**config.mk**
```make
export PLATFORM = sky130hd
export DESIGN_NAME = lif_tdm_scheduler_flat
export DESIGN_NICKNAME = d
export VERILOG_FILES = /design/src/rtl/lif_tdm_scheduler_if.sv /design/src/rtl/lif_tdm_scheduler.sv /design/src/flat_wrapper.sv
export SDC_FILE = /design/constraint.sdc
export NUM_CORES = 1
export LEC_CHECK = 0
export CAP_MARGIN = 20
export CORE_AREA = 2 2 136 138
export DETAILED_ROUTE_END_ITERATION = 7
export DIE_AREA = 0 0 138 140
export SLEW_MARGIN = 5
export SYNTH_ARGS = -nofsm -noshare
export SYNTH_HDL_FRONTEND = slang
export SYNTH_SLANG_ARGS = --single-unit
```
**constraint.sdc**
```tcl
create_clock -name clk_i -period 19.3 [get_ports clk_i]
set_input_delay 4.825 -clock clk_i [delete_from_list [all_inputs] [get_ports clk_i]]
set_output_delay 4.825 -clock clk_i [all_outputs]
set_load 0.005 [all_outputs]
```
**src/rtl/lif_tdm_scheduler_if.sv**
```systemverilog
// Datapath link between the TDM scheduler (master) and the shared synapse+LIF datapath (slave).
// Signal suffixes are from the scheduler's point of view.
interface lif_tdm_scheduler_if #(
    parameter int IDX_W = 2,
    parameter int DW    = 8
);
    logic             dp_valid_o;
    logic             dp_ready_i;
    logic [IDX_W-1:0] dp_idx_o;
    logic [DW-1:0]    dp_current_o;
    logic [DW-1:0]    dp_state_o;
    logic             dp_done_i;
    logic [DW-1:0]    dp_state_i;
    logic             dp_spike_i;

    modport master (
        output dp_valid_o, dp_idx_o, dp_current_o, dp_state_o,
        input  dp_ready_i, dp_done_i, dp_state_i, dp_spike_i
    );

    modport slave (
        input  dp_valid_o, dp_idx_o, dp_current_o, dp_state_o,
        output dp_ready_i, dp_done_i, dp_state_i, dp_spike_i
    );
endinterface

```
**src/rtl/lif_tdm_scheduler.sv**
```systemverilog
// Time-division scheduler sharing one synapse+LIF datapath across NUM_NEURONS virtual
// neurons: holds weights and membrane states, walks the neurons once per step, publishes spikes.
module lif_tdm_scheduler #(
    parameter int            NUM_NEURONS = 4,
    parameter int            IDX_W       = 2,
    parameter int            DW          = 8,
    parameter logic [DW-1:0] WEIGHT_INIT = DW'(2)
) (
    input  logic                   clk_i,
    input  logic                   rst_i,
    input  logic                   step_i,
    input  logic [DW-1:0]          data_i,
    input  logic                   cfg_we_i,
    input  logic [IDX_W-1:0]       cfg_idx_i,
    input  logic [DW-1:0]          cfg_weight_i,
    lif_tdm_scheduler_if.master    dp,
    output logic                   busy_o,
    output logic                   step_done_o,
    output logic [NUM_NEURONS-1:0] spikes_o,
    output logic [1:0]             err_o,
    output logic [2:0]             dbg_state_o
);
    typedef enum logic [2:0] {
        S_IDLE  = 3'd0,
        S_ISSUE = 3'd1,
        S_WAIT  = 3'd2,
        S_WRITE = 3'd3,
        S_DONE  = 3'd4
    } state_e;

    localparam logic [IDX_W-1:0] LAST = IDX_W'(NUM_NEURONS - 1);

    state_e                 state_q;
    logic [IDX_W-1:0]       idx_q;
    logic [DW-1:0]          data_q;
    logic [DW-1:0]          weight_q [NUM_NEURONS];
    logic [DW-1:0]          mem_q    [NUM_NEURONS];
    logic [NUM_NEURONS-1:0] acc_q;
    logic [NUM_NEURONS-1:0] acc_d;
    logic [NUM_NEURONS-1:0] spikes_q;
    logic [1:0]             err_q;
    logic                   valid_q;
    logic                   busy_q;
    logic                   done_q;
    logic [DW-1:0]          cap_state_q;
    logic                   cap_spike_q;
    logic [2*DW-1:0]        prod;

    // Handshake: a request transfers on the edge where dp_valid_o && dp_ready_i; idx, current
    // and state come straight from registers that do not change while the request is pending.
    assign prod            = {{DW{1'b0}}, data_q} * {{DW{1'b0}}, weight_q[idx_q]};
    assign dp.dp_valid_o   = valid_q;
    assign dp.dp_idx_o     = idx_q;
    assign dp.dp_current_o = (|prod[2*DW-1:DW]) ? {DW{1'b1}} : prod[DW-1:0];
    assign dp.dp_state_o   = mem_q[idx_q];

    assign busy_o      = busy_q;
    assign step_done_o = done_q;
    assign spikes_o    = spikes_q;
    assign err_o       = err_q;
    assign dbg_state_o = state_q;

    // Accumulator including the spike being written back, so the last neuron lands in spikes_o.
    always_comb begin
        acc_d        = acc_q;
        acc_d[idx_q] = cap_spike_q;
    end

    always_ff @(posedge clk_i) begin
        if (rst_i) begin
            state_q     <= S_IDLE;
            idx_q       <= '0;
            data_q      <= '0;
            acc_q       <= '0;
            spikes_q    <= '0;
            err_q       <= '0;
            valid_q     <= 1'b0;
            busy_q      <= 1'b0;
            done_q      <= 1'b0;
            cap_state_q <= '0;
            cap_spike_q <= 1'b0;
            for (int i = 0; i < NUM_NEURONS; i++) begin
                weight_q[i] <= WEIGHT_INIT;
                mem_q[i]    <= '0;
            end
        end else begin
            done_q <= 1'b0;
            if (busy_q && step_i) begin
                err_q[0] <= 1'b1;
            end
            if (busy_q && cfg_we_i) begin
                err_q[1] <= 1'b1;
            end
            // Weights only change while idle, so a step always sees one consistent set.
            if (!busy_q && cfg_we_i) begin
                weight_q[cfg_idx_i] <= cfg_weight_i;
            end

            case (state_q)
                S_IDLE: begin
                    if (step_i) begin
                        data_q  <= data_i;
                        idx_q   <= '0;
                        acc_q   <= '0;
                        valid_q <= 1'b1;
                        busy_q  <= 1'b1;
                        state_q <= S_ISSUE;
                    end
                end
                S_ISSUE: begin
                    if (dp.dp_ready_i) begin
                        valid_q <= 1'b0;
                        state_q <= S_WAIT;
                    end
                end
                S_WAIT: begin
                    if (dp.dp_done_i) begin
                        cap_state_q <= dp.dp_state_i;
                        cap_spike_q <= dp.dp_spike_i;
                        state_q     <= S_WRITE;
                    end
                end
                S_WRITE: begin
                    mem_q[idx_q] <= cap_state_q;
                    acc_q        <= acc_d;
                    if (idx_q == LAST) begin
                        spikes_q <= acc_d;
                        done_q   <= 1'b1;
                        state_q  <= S_DONE;
                    end else begin
                        idx_q   <= idx_q + IDX_W'(1);
                        valid_q <= 1'b1;
                        state_q <= S_ISSUE;
                    end
                end
                S_DONE: begin
                    busy_q  <= 1'b0;
                    state_q <= S_IDLE;
                end
                default: begin
                    valid_q <= 1'b0;
                    busy_q  <= 1'b0;
                    state_q <= S_IDLE;
                end
            endcase
        end
    end
endmodule
```
**src/flat_wrapper.sv**
```systemverilog
// flat-port wrapper written by rule: the top's interface ports become plain ports
module lif_tdm_scheduler_flat 
#(
    parameter int            NUM_NEURONS = 4,
    parameter int            IDX_W       = 2,
    parameter int            DW          = 8,
    parameter logic [DW-1:0] WEIGHT_INIT = DW'(2)
)
  (clk_i, rst_i, step_i, data_i, cfg_we_i, cfg_idx_i, cfg_weight_i, busy_o, step_done_o, spikes_o, err_o, dbg_state_o, dp_dp_valid_o, dp_dp_idx_o, dp_dp_current_o, dp_dp_state_o, dp_dp_ready_i, dp_dp_done_i, dp_dp_state_i, dp_dp_spike_i);
  lif_tdm_scheduler_if #(.IDX_W(IDX_W), .DW(DW)) dp_i ();
  input  logic clk_i;
  input  logic rst_i;
  input  logic step_i;
  input  logic [DW-1:0] data_i;
  input  logic cfg_we_i;
  input  logic [IDX_W-1:0] cfg_idx_i;
  input  logic [DW-1:0] cfg_weight_i;
  output logic busy_o;
  output logic step_done_o;
  output logic [NUM_NEURONS-1:0] spikes_o;
  output logic [1:0] err_o;
  output logic [2:0] dbg_state_o;
  output wire logic [$bits(dp_i.dp_valid_o)-1:0] dp_dp_valid_o;
  output wire logic [$bits(dp_i.dp_idx_o)-1:0] dp_dp_idx_o;
  output wire logic [$bits(dp_i.dp_current_o)-1:0] dp_dp_current_o;
  output wire logic [$bits(dp_i.dp_state_o)-1:0] dp_dp_state_o;
  input wire logic [$bits(dp_i.dp_ready_i)-1:0] dp_dp_ready_i;
  input wire logic [$bits(dp_i.dp_done_i)-1:0] dp_dp_done_i;
  input wire logic [$bits(dp_i.dp_state_i)-1:0] dp_dp_state_i;
  input wire logic [$bits(dp_i.dp_spike_i)-1:0] dp_dp_spike_i;
  assign dp_dp_valid_o = dp_i.dp_valid_o;
  assign dp_dp_idx_o = dp_i.dp_idx_o;
  assign dp_dp_current_o = dp_i.dp_current_o;
  assign dp_dp_state_o = dp_i.dp_state_o;
  assign dp_i.dp_ready_i = dp_dp_ready_i;
  assign dp_i.dp_done_i = dp_dp_done_i;
  assign dp_i.dp_state_i = dp_dp_state_i;
  assign dp_i.dp_spike_i = dp_dp_spike_i;
  lif_tdm_scheduler #(.NUM_NEURONS(NUM_NEURONS), .IDX_W(IDX_W), .DW(DW), .WEIGHT_INIT(WEIGHT_INIT)) u_core (.clk_i(clk_i), .rst_i(rst_i), .step_i(step_i), .data_i(data_i), .cfg_we_i(cfg_we_i), .cfg_idx_i(cfg_idx_i), .cfg_weight_i(cfg_weight_i), .dp(dp_i), .busy_o(busy_o), .step_done_o(step_done_o), .spikes_o(spikes_o), .err_o(err_o), .dbg_state_o(dbg_state_o));
endmodule
```
Word level (Yosys, flattened, before mapping):

Memories as Yosys holds them, arrays and structs flattened. A register that Yosys moved wholly into a read port is not among the register bits.
Cells that the tools add are included.

* register bits after elaboration: 35
* latch bits: 0
* memory bits (writable): 64
* ROM bits: 0
* input port bits: 33
* output and inout bits: 30
* word-level logic and storage cells: 89
* memories kept: 2

* $add $sub $neg: 1
* $mul: 1
* div/mod/pow operators: 0
* order comparisons: 2
* equal/unequal tests: 9
* shift-type cells: 0
* mux-type cells: 38
* bitwise operators: 3
* reductions and logical operators: 21

Memories
* u_core.mem_q: words 4, width 8, rd ports 1, clocked after Yosys merged registers in 1, wr ports 4, line lif_tdm_scheduler.sv:37 `logic [DW-1:0] mem_q [NUM_NEURONS];`
* u_core.weight_q: words 4, width 8, rd ports 1, clocked after Yosys merged registers in 1, wr ports 4, line lif_tdm_scheduler.sv:36 `logic [DW-1:0] weight_q [NUM_NEURONS];`

Operators with widths (number)
* two-way mux 8 bit: 3
* OR reduction 8 bit: 3
* multiplier 8 x 8 -> 16 bit: 1
* two-way mux 2 bit: 8
* two-way mux 1 bit: 15
* two-way mux 3 bit: 4
* case mux 3 bit (4 select lines): 1
* AND reduction 2 bit: 5
* != test 2 bit (second input constant): 4
* case mux 4 bit (2 select lines): 1
* == test 3 x 2 -> 1 bit (second input constant): 2
* AND reduction 3 bit: 2
* bitwise mux 4 bit: 1
* logical AND 1 bit: 4
* two-way mux 4 bit: 1
* case mux 1 bit (4 select lines): 1
* case mux 2 bit (2 select lines): 1
* AND reduction 4 bit: 1
* OR reduction 2 bit: 2
* == test 3 x 1 -> 1 bit (second input constant): 1
* == test 3 bit (second input constant): 1
* zero test 3 bit: 1
* < comparator 2 x 3 -> 1 bit (second input constant): 1
* inverter 1 bit: 3
* 8 further kinds: 8

Depth between registers and ports, before layout:

Gate-level depths: netlist of run 1.

* word-level depth: 7
* mapped depth: 19
* depth with buffers taken out: 17

Worst setup path before layout of run 1:

No wires, ideal clock.

* kind: flip-flop to output port
* start: register (tool-made name)
* end: output dp_dp_current_o[6]
* arrival: 5.416 ns
* path slack: 9.059 ns
* stages on the path, launching flop included: 19
* cells stage by stage: dfxtp_1 -> clkbuf_1 -> mux4_2 -> and2_1 -> fa_1 -> inv_1 -> fa_1 -> inv_1 -> fa_1 -> inv_1 -> fa_1 -> inv_1 -> ha_1 -> o211a_1 -> o31a_4 -> o2111a_1 -> or3_4 -> a2111oi_4 -> nand3_1

RTL lines
* end, declared: line flat_wrapper.sv:25 `output wire logic [$bits(dp_i.dp_current_o)-1:0] dp_dp_current_o;`

==> metrics.yaml, run 1 <==
run_status:
  status: "complete, no violations"
synth:
  syn_area_um2: 6540
  synth_warnings: 0
  synth_fp_nets: 723
  async_reset_ff_share_pct: 0
  yosys_most_used_dff: "edfxtp_1"
  ys_seq_elements: 100
  synth.distinct_cells: 52
  synth_cells: 614
  yosysSeqAreaShare_pct: 40.4
  syn_avg_cell_area_um2: 10.6
  synth_edf_count: 64
routing:
  detail_route.first_pass.iterations: 5
  drc_errors: 0
  via_per_inst: 5.06
  wl_um: 14400
  route.vias.total: 4551
  wire_per_inst_um: 16.0
  ant_nets: 0
  drtIter0Drc: 301
worst_setup_path:
  crit_fanout: 11
  crit_path_end_kind: "output pin"
  startpoint_type: "flip-flop"
  cp.arrival_ns: 6.72
  cp_data_required_time_ns: 14.48
  rr_startpoint: "u_core.dbg_state_o[1]$_SDFFE_PP0P_"
  path_cells: "buf_16 -> mux4_2 -> and2_1 -> fa_1 -> inv_1 -> fa_1 -> inv_1 -> fa_1 -> inv_1 -> fa_1 -> inv_1 -> ha_1 -> o211a_1 -> o31a_4 -> nor4b_1 -> o21ai_0 -> nor3_1 -> nand3_1 -> clkdlybuf4s50_1"
  crit_buf_inv: 6
  crit_family: "adder cells"
  crit_type: "flip-flop to output pin"
  cp_slowest_stage_delay_ns: 0.64
  crit_path_top_delay_cell: "dfxtp_1"
sta:
  drv_slew: 0
  period_minus_slack_ns: 11.54
  fmax_mhz: 86.6
  min_period_over_period_pct: 59.8
  fin_skew_ns: 0.00717
  finalSetupViolations: 0
  hold_viol: 0
  tightest_slew_ns: 0.986
  rsz0062_at_grt: "false"
  finalSetupTns_ns: 0
  relSlewSlack_pct: 33.8
layout:
  fin_util_pct: 43.4
  nFillCells: 1702
  layout_common_cells: "95 x and2_1, 74 x nand2_1, 64 x edfxtp_1, 62 x clkdlybuf4s50_1, 49 x inv_1"
  diodes: 0
  drive_above_1_share_pct: 8.20
  layout_commonest_cell: "and2_1"
  synthToLayoutAreaGrowth_pct: 18.1
  nNetsFinal: 775
run:
  cap_violations: 0
global_route:
  grt_pass1_vias: 4795
  grt_pass1_wl_um: 24000
  grt_util_all_layers_pct: 15.2
  grt_start_max_net_pins: 43
  grt_antenna_before_repair: 0
  overflow: 0
clocking:
  ctsResizeCount: 0
  numCtsBuffers: 9
  postCtsSetupRepairBufs: 0
  cts_tree: "built"
  clk_latency_ns: 0.35
  cts_htree_levels: 3
  clock-root-buffer: "clkbuf_16"
  cts.sinks: 100
  ctsHoldBuffers: 0
  clk_pin_slew_worst_paths_ns: 0.07
  clock_path_buffers: 2
pwr:
  power.leakage_nw: 3.13
  p_total_w: 0.000533
  ir_worst_vdd_mv: 0.0531
  power.density_nw_per_um2: 69.0
die:
  core_area_um2: 17800
  dieArea_um2: 19300
  ioPinCount: 63
  die_w_um: 138
  rows: 49
  die_y_um: 140
  initial_core_util_pct: 36.8
place:
  place.gp.congestion: 0.850
  dpl.hpwl_um: 11000
  io_buffers: 62
min_path:
  hold_start: "u_core.acc_q[0]$_SDFFE_PP0P_"
  hp-class: "flip-flop to flip-flop"
==> final cells by class <==
cell class	instances	area (µm²)	area share, %
clock buffers	10	239	3.10
clock inverters	6	83.8	1.09
inverters	49	184	2.38
multi-input cells	438	3600	46.7
flip-flops and latches	100	2640	34.2
well taps	229	287	3.71
repair buffers	68	681	8.82
==> final timing paths <==
kind                                      endpoint  slack (ns)  cells past startpoint
setup / recovery                dp_dp_current_o[0]        7.76                     19
hold / removal        u_core.acc_q[0]$_SDFFE_PP0P_        0.48                      1
setup reg to reg  u_core.mem_q[0][2]$_SDFFCE_PN0P_       16.74                      4
hold reg to reg       u_core.acc_q[0]$_SDFFE_PP0P_        0.48                      1
==> report_power, final <==
| part | switching, W | leakage (nW) | internal [W] |
|---|---|---|---|
| combinational | 0.0000512 | 2.03 | 0.0000503 |
| sequential | 0.00000651 | 0.943 | 0.000235 |
| clock | 0.0000827 | 0.158 | 0.000107 |
==> per-layer routing <==
metal	GRT usage [%]	up-vias	routed length, µm
li1	-	2207	-
met1	20.0	2192	6390
met2	25.5	130	6990
met3	2.36	22	731
met4	5.53	0	279
met5	0	-	0
==> state kept, by name, summed over array words and instances (netlist names), named ones only <==
signal,cells
u_core.data_q,8
u_core.dp.dp_valid_o,1
u_core.dp.dp_idx_o,2
u_core.acc_q,3
u_core.cap_spike_q,1
u_core.err_o,2
u_core.dbg_state_o,3
u_core.mem_q,32
u_core.busy_o,1
u_core.cap_state_q,8
u_core.spikes_o,4
u_core.weight_q,32
u_core.step_done_o,1
==> metrics by stage <==
stage / cell area [µm²] / worst slack [ns] / hold WS [ns] / std cells
CTS: 7680 / 7.41 / 0.481 / 897
floorplan: 6540 / 9.06 / 0.441 / 614
detailed placement: 7360 / 7.80 / 0.457 / 881
global placement: 7360 / 7.91 / 0.453 / 881
global route: 7720 / 7.34 / 0.505 / 900
finish: 7720 / 7.76 / 0.479 / 900
==> cell usage after synthesis, types with 2 or more instances <==
cell      count  area (µm²)
nand2b_1      7        43.8
ha_1         40         500
o211ai_1      3        22.5
o22ai_1       2        12.5
edfxtp_1     64        1920
a32o_1        3        30.0
a31oi_1       2        12.5
or2_2         9        56.3
clkbuf_1     19        71.3
o21bai_1      2        15.0
and2_1       95         594
nand3b_1      5        37.5
and3_1        2        12.5
inv_1        49         184
dfxtp_1      36         721
and3b_1       3        26.3
or3_1         3        18.8
a21o_1        4        30.0
o21a_1        3        22.5
nor2b_1       6        37.5
a211oi_1      7        52.6
buf_2         3        15.0
nor3b_1       2        15.0
nor3_1        6        30.0
nor2_1       22        82.6
mux2i_1       9        90.1
o21ai_0      13        65.1
a21oi_1      33         165
xor2_1        3        26.3
nor4_1        2        12.5
mux4_2       16         360
fa_1         36         721
nand3_1       9        45.0
nand2_1      74         278
buf_1         5        18.8
==> cells by family after synthesis <==
kind of cell | Yosys count | synth area share (%)
AND/OR/NAND/NOR | 251 | 20.6
flip-flops | 100 | 40.4
AO/OA/AOI/OAI | 82 | 8.41
buffers and inverters | 76 | 4.42
adder cells (fa/ha/maj) | 76 | 18.7
multiplexers | 25 | 6.89
XOR/XNOR | 4 | 0.536
Note: power is estimated with default switching activity, not from simulation.
==> inputs of run 2 (changes only) <==
clock period = 10.4 ns   (was 19.3 ns; I/O delays follow)
==> metrics.yaml, run 2 (same netlist as run 1, synthesis figures left out) <==
die:
  die_w_um: 138  # unchanged
  initial_core_util_pct: 36.8  # unchanged
  dieArea_um2: 19300  # unchanged
  rows: 49  # unchanged
  core_area_um2: 17800  # unchanged
  die_y_um: 140  # unchanged
  ioPinCount: 63  # unchanged
worst_setup_path:
  reg2reg_slack_ns: 7.89  # -8.85 ns
  cp.arrival_ns: 6.58  # -0.14 ns
  cp_data_required_time_ns: 7.80  # -6.68 ns
  crit_fanout: 16  # +5
  r2r_cells: 4  # unchanged
  rr_startpoint: "u_core.dbg_state_o[1]$_SDFFE_PP0P_"
  crit_path_end_kind: "output pin"
  startpoint_type: "flip-flop"
  crit_type: "flip-flop to output pin"
  worst_r2r_endpoint: "u_core.mem_q[2][5]$_SDFFCE_PN0P_"
sta:
  drv_slew: 0  # unchanged
  rsz0062_at_grt: "false"
  hold_viol: 0  # unchanged
  finalSetupTns_ns: 0  # unchanged
  period_minus_slack_ns: 9.18
  fmax_mhz: 109
  min_period_over_period_pct: 88.3
  relSlewSlack_pct: 40.3  # +6.5 points
  finalSetupViolations: 0  # unchanged
  fin_skew_ns: 0.00999  # +0.00282 ns
  whs_ns: 0.473  # -0.00560 ns
  tightest_slew_ns: 0.888  # -0.0975 ns
global_route:
  grt_use_met2_pct: 24.5  # -1.0 points
  grt_antenna_before_repair: 0  # unchanged
  grt_pass1_vias: 4663  # -2.8%
  met1_usage_pct: 20.6  # +0.51 points
  top_usage_layer: "met2"
  grt_start_max_net_pins: 43  # unchanged
  grt_pass1_wl_um: 23400  # -2.3%
  grt_util_met3_pct: 1.91  # -0.44 points
  overflow: 0  # unchanged
  grt_util_all_layers_pct: 14.9  # -0.28 points
layout:
  largestRegisters: "u_core.mem_q: 32 flops, u_core.weight_q: 32 flops"
  fin_util_pct: 43.1  # -0.34 points
  postLayoutCellArea_um2: 7660  # -0.78%
  drive_above_1_share_pct: 8.05  # -0.15 points
  diodes: 0  # unchanged
  synthToLayoutAreaGrowth_pct: 17.2
  layout_common_cells: "95 x and2_1, 74 x nand2_1, 64 x edfxtp_1, 62 x clkdlybuf4s50_1, 49 x inv_1"
  layout_commonest_cell: "and2_1"
  nNetsFinal: 775  # unchanged
routing:
  ant_nets: 0  # unchanged
  wl_um: 14000  # -2.4%
  wire_per_inst_um: 15.6  # -2.4%
  drc_errors: 0  # unchanged
  via_per_inst: 4.99  # -1.2%
  detail_route.first_pass.iterations: 4  # -1
  route.vias.total: 4495  # -1.2%
  drtIter0Drc: 237  # -21%
min_path:
  hold-path-cell-count: 2  # +1
  hold_end: "u_core.err_o[0]$_SDFFE_PP0P_"
  hold_start: "u_core.err_o[0]$_SDFFE_PP0P_"
  hp-class: "flip-flop to flip-flop"
clocking:
  numCtsBuffers: 9  # unchanged
  clk_latency_ns: 0.35  # about the same
  clk_pin_slew_worst_paths_ns: 0.07  # about the same
  ctsHoldBuffers: 0  # unchanged
  clock-root-buffer: "clkbuf_16"
  cts_tree: "built"
  postCtsSetupRepairBufs: 0  # unchanged
  clock_path_buffers: 2  # unchanged
  cts.sinks: 100  # unchanged
  cts_htree_levels: 3  # unchanged
  ctsResizeCount: 0  # unchanged
pwr:
  power.leakage_nw: 3.10  # -0.81%
  power.density_nw_per_um2: 125  # +81%
  ir_worst_vdd_mv: 0.0696  # +31%
place:
  place.gp.congestion: 0.833  # -2.0%
  dpl.hpwl_um: 10700  # -2.3%
  io_buffers: 62  # unchanged
  place_area_um2: 7370  # +0.20%
run_status:
  status: "complete, no violations"
run:
  cap_violations: 0  # unchanged
## run 2: layout make-up
cell class	instances	area (µm²)
inverter	49	184
sequential	100	2640
timing repair buffer	68	663
tap	229	287
clock inverter	7	55.1
fill	1710	10100
clock buffer	9	225
multi-input combinational	438	3600
## run 2: power by group
group | leakage (nW) | switching (W) | internal (W) | total, W
Sequential | 0.943 | 0.0000121 | 0.000437 | 0.000449
Clock | 0.138 | 0.000154 | 0.000166 | 0.000320
Combinational | 2.02 | 0.0000946 | 0.0000935 | 0.000188
Total | 3.10 | 0.000261 | 0.000696 | 0.000957
## run 2: worst max path at each step
stage / endpoint / slack [ns] / cells past startpoint / from
after global routing: dp_dp_current_o[2] / 0.76 / 18 / flip-flop
after global placement: dp_dp_current_o[0] / 1.74 / 18 / flip-flop
after floorplan: dp_dp_current_o[6] / 2.38 / 18 / flip-flop
after detailed placement: dp_dp_current_o[2] / 1.57 / 18 / flip-flop
after CTS: dp_dp_current_o[2] / 1.19 / 18 / flip-flop
final: dp_dp_current_o[2] / 1.22 / 18 / flip-flop
## run 2: critical path, stage by stage (launching register included)
cell and delay (ns):
dfxtp_1 0.84, mux4_2 0.49, and2_1 0.21, fa_1 0.53
inv_1 0.05, fa_1 0.48, inv_1 0.06, fa_1 0.53
inv_1 0.05, fa_1 0.52, inv_1 0.04, ha_1 0.35
o211a_1 0.15, o31a_4 0.13, nor4b_1 0.45, o21ai_0 0.16
nor3_1 0.55, nand3b_1 0.16, clkdlybuf4s50_1 0.48
## run 2: metrics by stage
| step | setup WS [ns] | std cells | total power [W] |
|---|---|---|---|
| global placement | 1.74 | 883 | 0.000642 |
| global route | 0.764 | 900 | 0.00101 |
| finish | 1.22 | 900 | 0.000957 |
| detailed placement | 1.57 | 883 | 0.000646 |
| floorplan | 2.38 | 614 | 0.000568 |
| CTS | 1.19 | 899 | 0.000965 |
## run 2: per-layer routing
metal	wire length [µm]	share of wire, %
met5	0	0
met4	227	1.6
met3	506	3.6
met2	6580	47
met1	6730	48
==> inputs of run 3 (changes only) <==
GPL_ROUTABILITY_DRIVEN = 0   (was not set)
SKIP_LAST_GASP = 1   (was not set)
==> metrics.yaml, run 3 (same netlist as run 1, synthesis figures left out) <==
worst_setup_path:
  path_cells: "mux4_2 -> and2_1 -> fa_1 -> inv_1 -> fa_1 -> inv_1 -> fa_1 -> inv_1 -> fa_1 -> inv_1 -> ha_1 -> o211a_1 -> o31a_4 -> o2111a_1 -> or3_4 -> a2111oi_4 -> nand3b_1 -> clkdlybuf4s50_1"
  reg2reg_slack_ns: 7.69  # -0.20 ns
  startpoint_type: "flip-flop"
  crit_path_top_delay_cell: "dfxtp_1"
  crit_path_end: "dp_dp_current_o[2]"
  rr_startpoint: "u_core.busy_o$_SDFFE_PP0P_"
  worst_r2r_endpoint: "u_core.weight_q[0][7]$_SDFFCE_PN0P_"
  r2r_cells: 4  # unchanged
  cp_data_required_time_ns: 7.80  # about the same
  crit_type: "flip-flop to output pin"
  cp_slowest_stage_delay_ns: 0.85  # about the same
  crit_path_end_kind: "output pin"
  crit_fanout: 16  # unchanged
  cp.arrival_ns: 6.53  # -0.05 ns
place:
  place_area_um2: 7370  # -0.10%
  io_buffers: 62  # unchanged
  dpl.hpwl_um: 11000  # +2.0%
routing:
  wl_um: 14400  # +2.7%
  detail_route.first_pass.iterations: 4  # unchanged
  drc_errors: 0  # unchanged
  route.vias.total: 4494  # -0.022%
  drtIter0Drc: 204  # -14%
  wire_per_inst_um: 16.0  # +2.8%
  via_per_inst: 5.00  # about the same
  ant_nets: 0  # unchanged
layout:
  largestRegisters: "u_core.mem_q: 32 flops, u_core.weight_q: 32 flops"
  drive_above_1_share_pct: 7.76  # -0.29 points
  regArea_um2: 2640  # unchanged
  multiInputGateArea_um2: 3600  # unchanged
  layout_commonest_cell: "and2_1"
  diodes: 0  # unchanged
  nNetsFinal: 774  # -0.13%
  layout_common_cells: "95 x and2_1, 74 x nand2_1, 64 x edfxtp_1, 62 x clkdlybuf4s50_1, 49 x inv_1"
  postLayoutCellArea_um2: 7650  # about the same
  nFillCells: 1731  # +1.2%
  synthToLayoutAreaGrowth_pct: 17.1  # about the same
clocking:
  numCtsBuffers: 9  # unchanged
  postCtsSetupRepairBufs: 0  # unchanged
  cts_tree: "built"
  cts_htree_levels: 3  # unchanged
  clock-root-buffer: "clkbuf_16"
  clk_latency_ns: 0.35  # about the same
  clk_pin_slew_worst_paths_ns: 0.07  # about the same
  ctsResizeCount: 0  # unchanged
  ctsHoldBuffers: 0  # unchanged
  clock_path_buffers: 2  # unchanged
  cts.sinks: 100  # unchanged
sta:
  relSlewSlack_pct: 29.2  # -11 points
  tightest_slew_ns: 1.06  # +0.171 ns
  hold_viol: 0  # unchanged
  finalSetupTns_ns: 0  # unchanged
  period_minus_slack_ns: 9.13  # -0.0485 ns
  fin_skew_ns: 0.00665  # -0.00334 ns
  min_period_over_period_pct: 87.8  # -0.47 points
  finalSetupViolations: 0  # unchanged
  drv_slew: 0  # unchanged
  rsz0062_at_grt: "false"
  fmax_mhz: 109  # +0.53%
die:
  die_w_um: 138  # unchanged
  rows: 49  # unchanged
  die_y_um: 140  # unchanged
  core_area_um2: 17800  # unchanged
  dieArea_um2: 19300  # unchanged
  ioPinCount: 63  # unchanged
  initial_core_util_pct: 36.8  # unchanged
pwr:
  p_total_w: 0.000954  # -0.31%
  ir_worst_vdd_mv: 0.0715  # +2.7%
  power.density_nw_per_um2: 125  # -0.21%
  power.leakage_nw: 3.09  # -0.35%
global_route:
  grt_util_all_layers_pct: 15.4  # +0.51 points
  grt_pass1_vias: 4757  # +2.0%
  grt_pass1_wl_um: 23900  # +2.1%
  overflow: 0  # unchanged
  grt_antenna_before_repair: 0  # unchanged
  grt_start_max_net_pins: 43  # unchanged
run_status:
  status: "complete, no violations"
min_path:
  hp-class: "flip-flop to flip-flop"
run:
  cap_violations: 0  # unchanged
[run 3: how the worst min path moves through the flow]
stage | startpoint | to | slack, ns | cells after the start
after floorplan | u_core.acc_q[0]$_SDFFE_PP0P_ | u_core.acc_q[0]$_SDFFE_PP0P_ | 0.44 | 1
after global placement | u_core.err_o[0]$_SDFFE_PP0P_ | u_core.err_o[0]$_SDFFE_PP0P_ | 0.45 | 2
after detailed placement | u_core.acc_q[1]$_SDFFE_PP0P_ | u_core.acc_q[1]$_SDFFE_PP0P_ | 0.47 | 1
after CTS | u_core.acc_q[1]$_SDFFE_PP0P_ | u_core.acc_q[1]$_SDFFE_PP0P_ | 0.49 | 1
after global routing | u_core.acc_q[1]$_SDFFE_PP0P_ | u_core.acc_q[1]$_SDFFE_PP0P_ | 0.51 | 1
final | u_core.acc_q[1]$_SDFFE_PP0P_ | u_core.acc_q[1]$_SDFFE_PP0P_ | 0.48 | 1
[run 3: worst max-delay path, delay by kind of cell (launching register included)]
family,cells,cell delay [ns]
AO/OA/AOI/OAI,4,1.08
adder cells (fa/ha/maj),5,2.39
buffers and inverters,5,0.67
flip-flops,1,0.85
multiplexers,1,0.49
AND/OR/NAND/NOR,3,0.70
[run 3: layout make-up]
class | instances | area share [%]
Multi-Input combinational cell | 438 | 47.1
Clock inverter | 4 | 0.441
Clock buffer | 12 | 3.22
Timing Repair Buffer | 67 | 8.57
Inverter | 49 | 2.40
Tap cell | 229 | 3.74
Sequential cell | 100 | 34.5
[run 3: layer usage]
metal	GRT usage (%)	wire, µm	vias up
met2	25.3	6710	87
met4	5.53	293	0
met1	20.6	6950	2187
met3	2.91	460	17
met5	0	0	-
li1	-	-	2203
[run 3: metrics by stage]
step / util [%] / hold WS (ns) / cells / worst slack, ns
after floorplan: - / 0.441 / 614 / 2.38
after global placement: 41.4 / 0.452 / 882 / 1.72
after detailed placement: 41.4 / 0.469 / 882 / 1.60
after CTS: 43.0 / 0.487 / 898 / 1.23
after global routing: 43.0 / 0.509 / 899 / 0.701
final: 43.0 / 0.482 / 899 / 1.27
[run 3: power breakdown]
part	switching (W)	internal, W	total (W)
sequential	0.0000119	0.000437	0.000449
clock	0.000146	0.000171	0.000317
combinational	0.0000951	0.0000933	0.000188
